## config.mk

```make
export PLATFORM = sky130hd
export DESIGN_NAME = aes_decipher
export DESIGN_NICKNAME = d
export VERILOG_FILES = /design/src/rtl/aes_decipher.sv
export SDC_FILE = /design/constraint.sdc
export NUM_CORES = 1
export LEC_CHECK = 0
export CORE_MARGIN = 5
export CORE_UTILIZATION = 50
export DETAILED_ROUTE_END_ITERATION = 10
export PLACE_DENSITY = 0.71
export SYNTH_ARGS = -nofsm -noshare
export SYNTH_HDL_FRONTEND = slang
export SYNTH_SLANG_ARGS = --single-unit
```

## constraint.sdc

```tcl
create_clock -name clk -period 5.1 [get_ports clk]
set_clock_uncertainty 0.1 [all_clocks]
set_input_delay 1.275 -clock clk [delete_from_list [all_inputs] [get_ports clk]]
set_output_delay 1.275 -clock clk [all_outputs]
set_load 0.005 [all_outputs]
```

## src/rtl/aes_decipher.sv

```systemverilog
// Byte-serial keystream decipher: pt = data_in ^ inv_sbox[ctr], buffered in a FWFT FIFO.
// Optional feature macro: AES_DECIPHER_FIFO_EN (undefined = single output register stage).
module aes_decipher #(
  parameter int unsigned DEPTH = 4
) (
  input  logic        clk,
  input  logic        reset,
  input  logic        valid_in,
  input  logic        new_message,
  input  logic [7:0]  key,
  input  logic [7:0]  data_in,
  output logic [7:0]  data_out,
  output logic        valid_out,
  input  logic        out_ready,
  output logic [15:0] byte_count,
  output logic        overflow
);

  localparam logic [0:255][7:0] INV_SBOX = {
    128'h52096ad53036a538bf40a39e81f3d7fb,
    128'h7ce339829b2fff87348e4344c4dee9cb,
    128'h547b9432a6c2233dee4c950b42fac34e,
    128'h082ea16628d924b2765ba2496d8bd125,
    128'h72f8f66486689816d4a45ccc5d65b692,
    128'h6c704850fdedb9da5e154657a78d9d84,
    128'h90d8ab008cbcd30af7e45805b8b34506,
    128'hd02c1e8fca3f0f02c1afbd0301138a6b,
    128'h3a9111414f67dcea97f2cfcef0b4e673,
    128'h96ac7422e7ad3585e2f937e81c75df6e,
    128'h47f11a711d29c5896fb7620eaa18be1b,
    128'hfc563e4bc6d279209adbc0fe78cd5af4,
    128'h1fdda8338807c731b11210592780ec5f,
    128'h60517fa919b54a0d2de57a9f93c99cef,
    128'ha0e03b4dae2af5b0c8ebbb3c83539961,
    128'h172b047eba77d626e169146355210c7d
  };

  logic [7:0]  ctr_q, ctr_d;
  logic [7:0]  pt;
  logic [7:0]  data_out_q, data_out_d;
  logic        valid_out_q, valid_out_d;
  logic [15:0] byte_count_q, byte_count_d;
  logic        overflow_q, overflow_d;
  logic        push;

  // Keystream uses the counter value before this cycle's load/increment.
  assign pt    = data_in ^ INV_SBOX[ctr_q];
  assign ctr_d = new_message ? key : ctr_q + 8'd1;

  always_comb begin
    if (new_message)
      byte_count_d = {15'd0, push};
    else if (push && !(&byte_count_q))
      byte_count_d = byte_count_q + 16'd1;
    else
      byte_count_d = byte_count_q;
  end

`ifdef AES_DECIPHER_FIFO_EN
  localparam int unsigned AW = $clog2(DEPTH);
  localparam int unsigned CW = AW + 1;
  localparam logic [CW-1:0] CNT_LAST = CW'(DEPTH - 1);
  localparam logic [CW-1:0] CNT_ONE  = CW'(1);

  typedef enum logic [1:0] {EMPTY, PARTIAL, FULL} occ_t;

  occ_t          state_q, state_d;
  logic [7:0]    mem_q [DEPTH];
  logic [7:0]    mem_d [DEPTH];
  logic [AW-1:0] rd_ptr_q, rd_ptr_d, wr_ptr_q, wr_ptr_d;
  logic [CW-1:0] count_q, count_d;
  logic          pop, drop;

  assign pop  = valid_out_q & out_ready;
  assign push = valid_in & ((state_q != FULL) | pop);
  assign drop = valid_in & ~push;

  always_comb begin
    mem_d    = mem_q;
    wr_ptr_d = wr_ptr_q;
    rd_ptr_d = rd_ptr_q;
    count_d  = count_q;
    state_d  = state_q;
    if (push) begin
      mem_d[wr_ptr_q] = pt;
      wr_ptr_d        = wr_ptr_q + AW'(1);
    end
    if (pop)
      rd_ptr_d = rd_ptr_q + AW'(1);
    if (push && !pop)
      count_d = count_q + CNT_ONE;
    else if (pop && !push)
      count_d = count_q - CNT_ONE;

    unique case (state_q)
      EMPTY:   if (push && !pop) state_d = PARTIAL;
      PARTIAL: begin
        if (push && !pop && count_q == CNT_LAST)
          state_d = FULL;
        else if (pop && !push && count_q == CNT_ONE)
          state_d = EMPTY;
      end
      FULL:    if (pop && !push) state_d = PARTIAL;
      default: state_d = EMPTY;
    endcase

    // Head register is loaded from the post-update memory so a write into an empty FIFO shows at once.
    valid_out_d = (count_d != '0);
    data_out_d  = valid_out_d ? mem_d[rd_ptr_d] : '0;

    if (drop)
      overflow_d = 1'b1;
    else if (new_message)
      overflow_d = 1'b0;
    else
      overflow_d = overflow_q;
  end

  always_ff @(posedge clk) begin
    if (reset) begin
      state_q  <= EMPTY;
      rd_ptr_q <= '0;
      wr_ptr_q <= '0;
      count_q  <= '0;
    end else begin
      state_q  <= state_d;
      rd_ptr_q <= rd_ptr_d;
      wr_ptr_q <= wr_ptr_d;
      count_q  <= count_d;
    end
    mem_q <= mem_d;
  end
`else
  logic unused_cfg;

  assign push        = valid_in;
  assign valid_out_d = valid_in;
  assign data_out_d  = valid_in ? pt : '0;
  assign overflow_d  = 1'b0;
  assign unused_cfg  = out_ready & (DEPTH > 0);
`endif

  always_ff @(posedge clk) begin
    if (reset) begin
      ctr_q        <= '0;
      data_out_q   <= '0;
      valid_out_q  <= 1'b0;
      byte_count_q <= '0;
      overflow_q   <= 1'b0;
    end else begin
      ctr_q        <= ctr_d;
      data_out_q   <= data_out_d;
      valid_out_q  <= valid_out_d;
      byte_count_q <= byte_count_d;
      overflow_q   <= overflow_d;
    end
  end

  assign data_out   = data_out_q;
  assign valid_out  = valid_out_q;
  assign byte_count = byte_count_q;
  assign overflow   = overflow_q;

endmodule
```

==> flow_summary.json <==
{
  "worst-path-buf-inv": 1,
  "die_w_um": 108.2,
  "fill_cells": 920,
  "finalSetupTns_ps": 0,
  "rsz0062_at_grt": "false",
  "min_from": "byte_count[15]",
  "io_pins": 47,
  "synthXorXnorAreaFrac_pct": 3.635,
  "ff2ff_setup_slack_ps": 1500,
  "cts.repair.resized": 0,
  "holdBufCountCts": 0,
  "switchingPower_mw": 0.4589,
  "numCtsBuffers": 5,
  "cts_root_buffer": "clkbuf_8",
  "vdd_drop_max_v": 0.0001736,
  "dp_cells": 799,
  "cts.clk_slew.worst_paths_ps": 80,
  "whs_path_depth": 2,
  "r2r-start": "ctr_q[0]",
  "cp_slowest_cell": "a2111oi_1",
  "fin_crit_ps": 3603,
  "clock_sinks": 33,
  "yosysSeqAreaShare_pct": 13.71,
  "drive_gt1_share_pct": 7.080,
  "crit_path_max_incr_delay_ps": 770,
  "synth_top_family_by_area": "compound AO/OA/AOI/OAI gates",
  "endpoint_kind": "register",
  "cp_cell_sequence": "inv_1 -> ha_1 -> and2_1 -> o31a_1 -> a221oi_2 -> o22ai_1 -> a2111oi_1 -> o21ai_0 -> a21oi_1",
  "pwr-share-comb_pct": 49.8,
  "synth.distinct_cells": 78,
  "crit_required_ps": 5210,
  "grt_max_degree": 84,
  "maxSlewViolCount": 0,
  "synthMuxAreaShare_pct": 7.582,
  "cp_data_arrival_time_ps": 3710,
  "dpl.hpwl_um": 13800,
  "min_path_type": "register to register",
  "cts_tree": "done",
  "async_reset_ff_share_pct": 0,
  "relSlewSlack_pct": 43.73,
  "routed_wl_um": 20110,
  "grt_pass1_wl_um": 30310,
  "synth_compound_area_share_pct": 32.04,
  "antenna_left": 0,
  "drtPass1Iterations": 6,
  "ys_seq_elements": 33,
  "critPathMaxFanout": 14,
  "coreArea_um2": 9328,
  "grt_usage_pct": 33.58,
  "syn_nets": 729,
  "synth_flop_cell": "dfxtp_1",
  "floorplan.initialDensity_pct": 51.66,
  "die_y_um": 108.2,
  "p_sw_share_pct": 43.78,
  "clock_latency_ps": 280,
  "wire_per_inst_um": 24.92,
  "rows": 35,
  "r2r_end": "data_out[5]",
  "die_area_um2": 11700,
  "cp_top_family": "compound AO/OA/AOI/OAI gates",
  "leakage_nw": 1.884,
  "area_delta_synth_final_pct": 9.218,
  "vias": 5737,
  "worst_slew_pin_slew_ps": 844.1,
  "yosysWarnings": 0,
  "maxCapViolCount": 0,
  "final_area_um2": 5263,
  "ff2ff_path_depth": 9,
  "antenna_found_initial": 0,
  "hold_slack_ps": 431.8,
  "drt_iter0_drc": 963,
  "gp_congestion": 1.120,
  "p_per_area_nw_per_um2": 199.2,
  "avgSynthCellArea_um2": 7.044,
  "instances_no_fill": 807,
  "postCtsSetupBuffers": 0,
  "place_area_um2": 5152,
  "p_seq_share_pct": 28.0,
  "fin_crit_sh_pct": 70.64,
  "p_int_mw": 0.5894,
  "synth-edff-count": 0,
  "vias_per_cell": 7.109,
  "hold_viol": 0,
  "grt_overflow_total": 0,
  "syn_inst": 684,
  "yosys.area_share.adder_pct": 6.232,
  "max_freq_mhz": 277.6,
  "syn_area_um2": 4818,
  "setup_violations": 0,
  "port_buffers": 44,
  "critPathKind": "register to register",
  "diodes": 0,
  "cp-start-kind": "register",
  "grt_pass1_vias": 5178,
  "p_clk_share_pct": 22.1,
  "hold_end": "byte_count[15]",
  "clk_path_buf_depth": 2,
  "synth-simple-area-share_pct": 27.76,
  "htree_num_levels": 2,
  "status": "finished clean",
  "drcViolationCount": 0,
  "nNetsFinal": 722
}
-- cells in the final DEF, fill, tap and decap left out, drive strengths merged, types with 14 or more instances in the layout --
| master | count |
|---|---|
| nor2 | 74 |
| a21oi | 58 |
| nand2 | 57 |
| clkdlybuf4s50 | 44 |
| o21ai | 43 |
| nand3 | 35 |
| dfxtp | 33 |
| ha | 24 |
| nand2b | 24 |
| a31oi | 15 |
| inv | 15 |
| nor2b | 14 |
| mux2i | 14 |
-- logic make-up (layout without fill, tap and decap cells) --
| group | Yosys count | in the layout |
|---|---|---|
| other | 1 | 1 |
| XOR/XNOR | 20 | 20 |
| buffers and inverters | 87 | 81 |
| multiplexers | 26 | 26 |
| adder cells (fa/ha/maj) | 24 | 24 |
| AO/OA/AOI/OAI | 223 | 223 |
| flip-flops | 33 | 33 |
| AND/OR/NAND/NOR | 270 | 270 |
-- sequential cells by signal (all words and copies together) (netlist names) --
register,cells
byte_count,16
ctr_q,8
valid_out,1
data_out,8
-- cells in the mapped netlist (7+ instances only) --
| cell type | n | area, um2 |
|---|---|---|
| a211oi_1 | 11 | 82.58 |
| a21oi_1 | 58 | 290.3 |
| a31oi_1 | 15 | 93.84 |
| and3_1 | 11 | 68.82 |
| buf_2 | 24 | 120.1 |
| buf_4 | 9 | 67.56 |
| clkbuf_1 | 31 | 116.4 |
| dfxtp_1 | 33 | 660.6 |
| ha_1 | 24 | 300.3 |
| inv_1 | 14 | 52.55 |
| mux2i_1 | 14 | 140.1 |
| mux4_2 | 8 | 180.2 |
| nand2_1 | 56 | 210.2 |
| nand2b_1 | 23 | 143.9 |
| nand3_1 | 35 | 175.2 |
| nor2_1 | 72 | 270.3 |
| nor2b_1 | 14 | 87.58 |
| nor3_1 | 13 | 65.06 |
| o211ai_1 | 11 | 82.58 |
| o21ai_0 | 40 | 200.2 |
| o31ai_1 | 7 | 52.55 |
| or3_1 | 9 | 56.30 |
| xnor2_1 | 11 | 96.34 |
| xor2_1 | 9 | 78.83 |
-- how the worst max path moves through the flow --
| stage | from | end | slack [ps] | cells after the start |
|---|---|---|---|---|
| CTS | ctr_q[0] | data_out[5] | 1630 | 9 |
| global placement | ctr_q[0] | data_out[0] | 1710 | 8 |
| finish | ctr_q[0] | data_out[5] | 1500 | 9 |
| floorplan | ctr_q[0] | data_out[2] | 2030 | 10 |
| detailed placement | ctr_q[1] | data_out[5] | 1660 | 9 |
| global route | ctr_q[0] | data_out[5] | 1360 | 9 |
-- per-stage QoR --
stage / total power, mW / util, % / setup WS [ps]
global placement: 0.7948 / 55.24 / 1710
global route: 1.091 / 56.42 / 1356
CTS: 1.024 / 56.42 / 1629
floorplan: 0.6417 / - / 2035
detailed placement: 0.7931 / 55.24 / 1662
finish: 1.048 / 56.42 / 1497
-- area by class of cell --
cell class / count / area [um2] / share of cell area (%)
well taps: 129 / 161.4 / 3.067
inverters: 16 / 60.06 / 1.141
multi-input cells: 564 / 3726 / 70.80
clock buffers: 6 / 93.84 / 1.783
repair buffers: 57 / 538.0 / 10.22
flip-flops and latches: 33 / 666.9 / 12.67
clock inverters: 2 / 16.27 / 0.3091
-- per-layer routing --
layer,vias up,wire length [um],global-route usage [%]
met5,-,0,0
met1,2615,7674,44.34
met2,504,8091,46.49
met3,92,3105,11.94
met4,0,1236,20.11
li1,2526,-,-
-- worst register-to-register path: cells and delay by family, from the launching register on --
| kind | cells | cell delay [ps] |
|---|---|---|
| AND/OR/NAND/NOR | 1 | 380 |
| AO/OA/AOI/OAI | 6 | 1880 |
| buffers and inverters | 1 | 250 |
| adder cells (fa/ha/maj) | 1 | 590 |
| flip-flops | 1 | 330 |
-- power by group through the flow --
stage / clock (mW) / sequential [mW] / combinational [mW]
finish: 0.232 / 0.294 / 0.523
CTS: 0.234 / 0.293 / 0.497
global placement: 0 / 0.298 / 0.497
global route: 0.250 / 0.296 / 0.546
detailed placement: 0 / 0.299 / 0.494
floorplan: 0 / 0.284 / 0.358
Note: power is estimated with default switching activity, not from simulation.
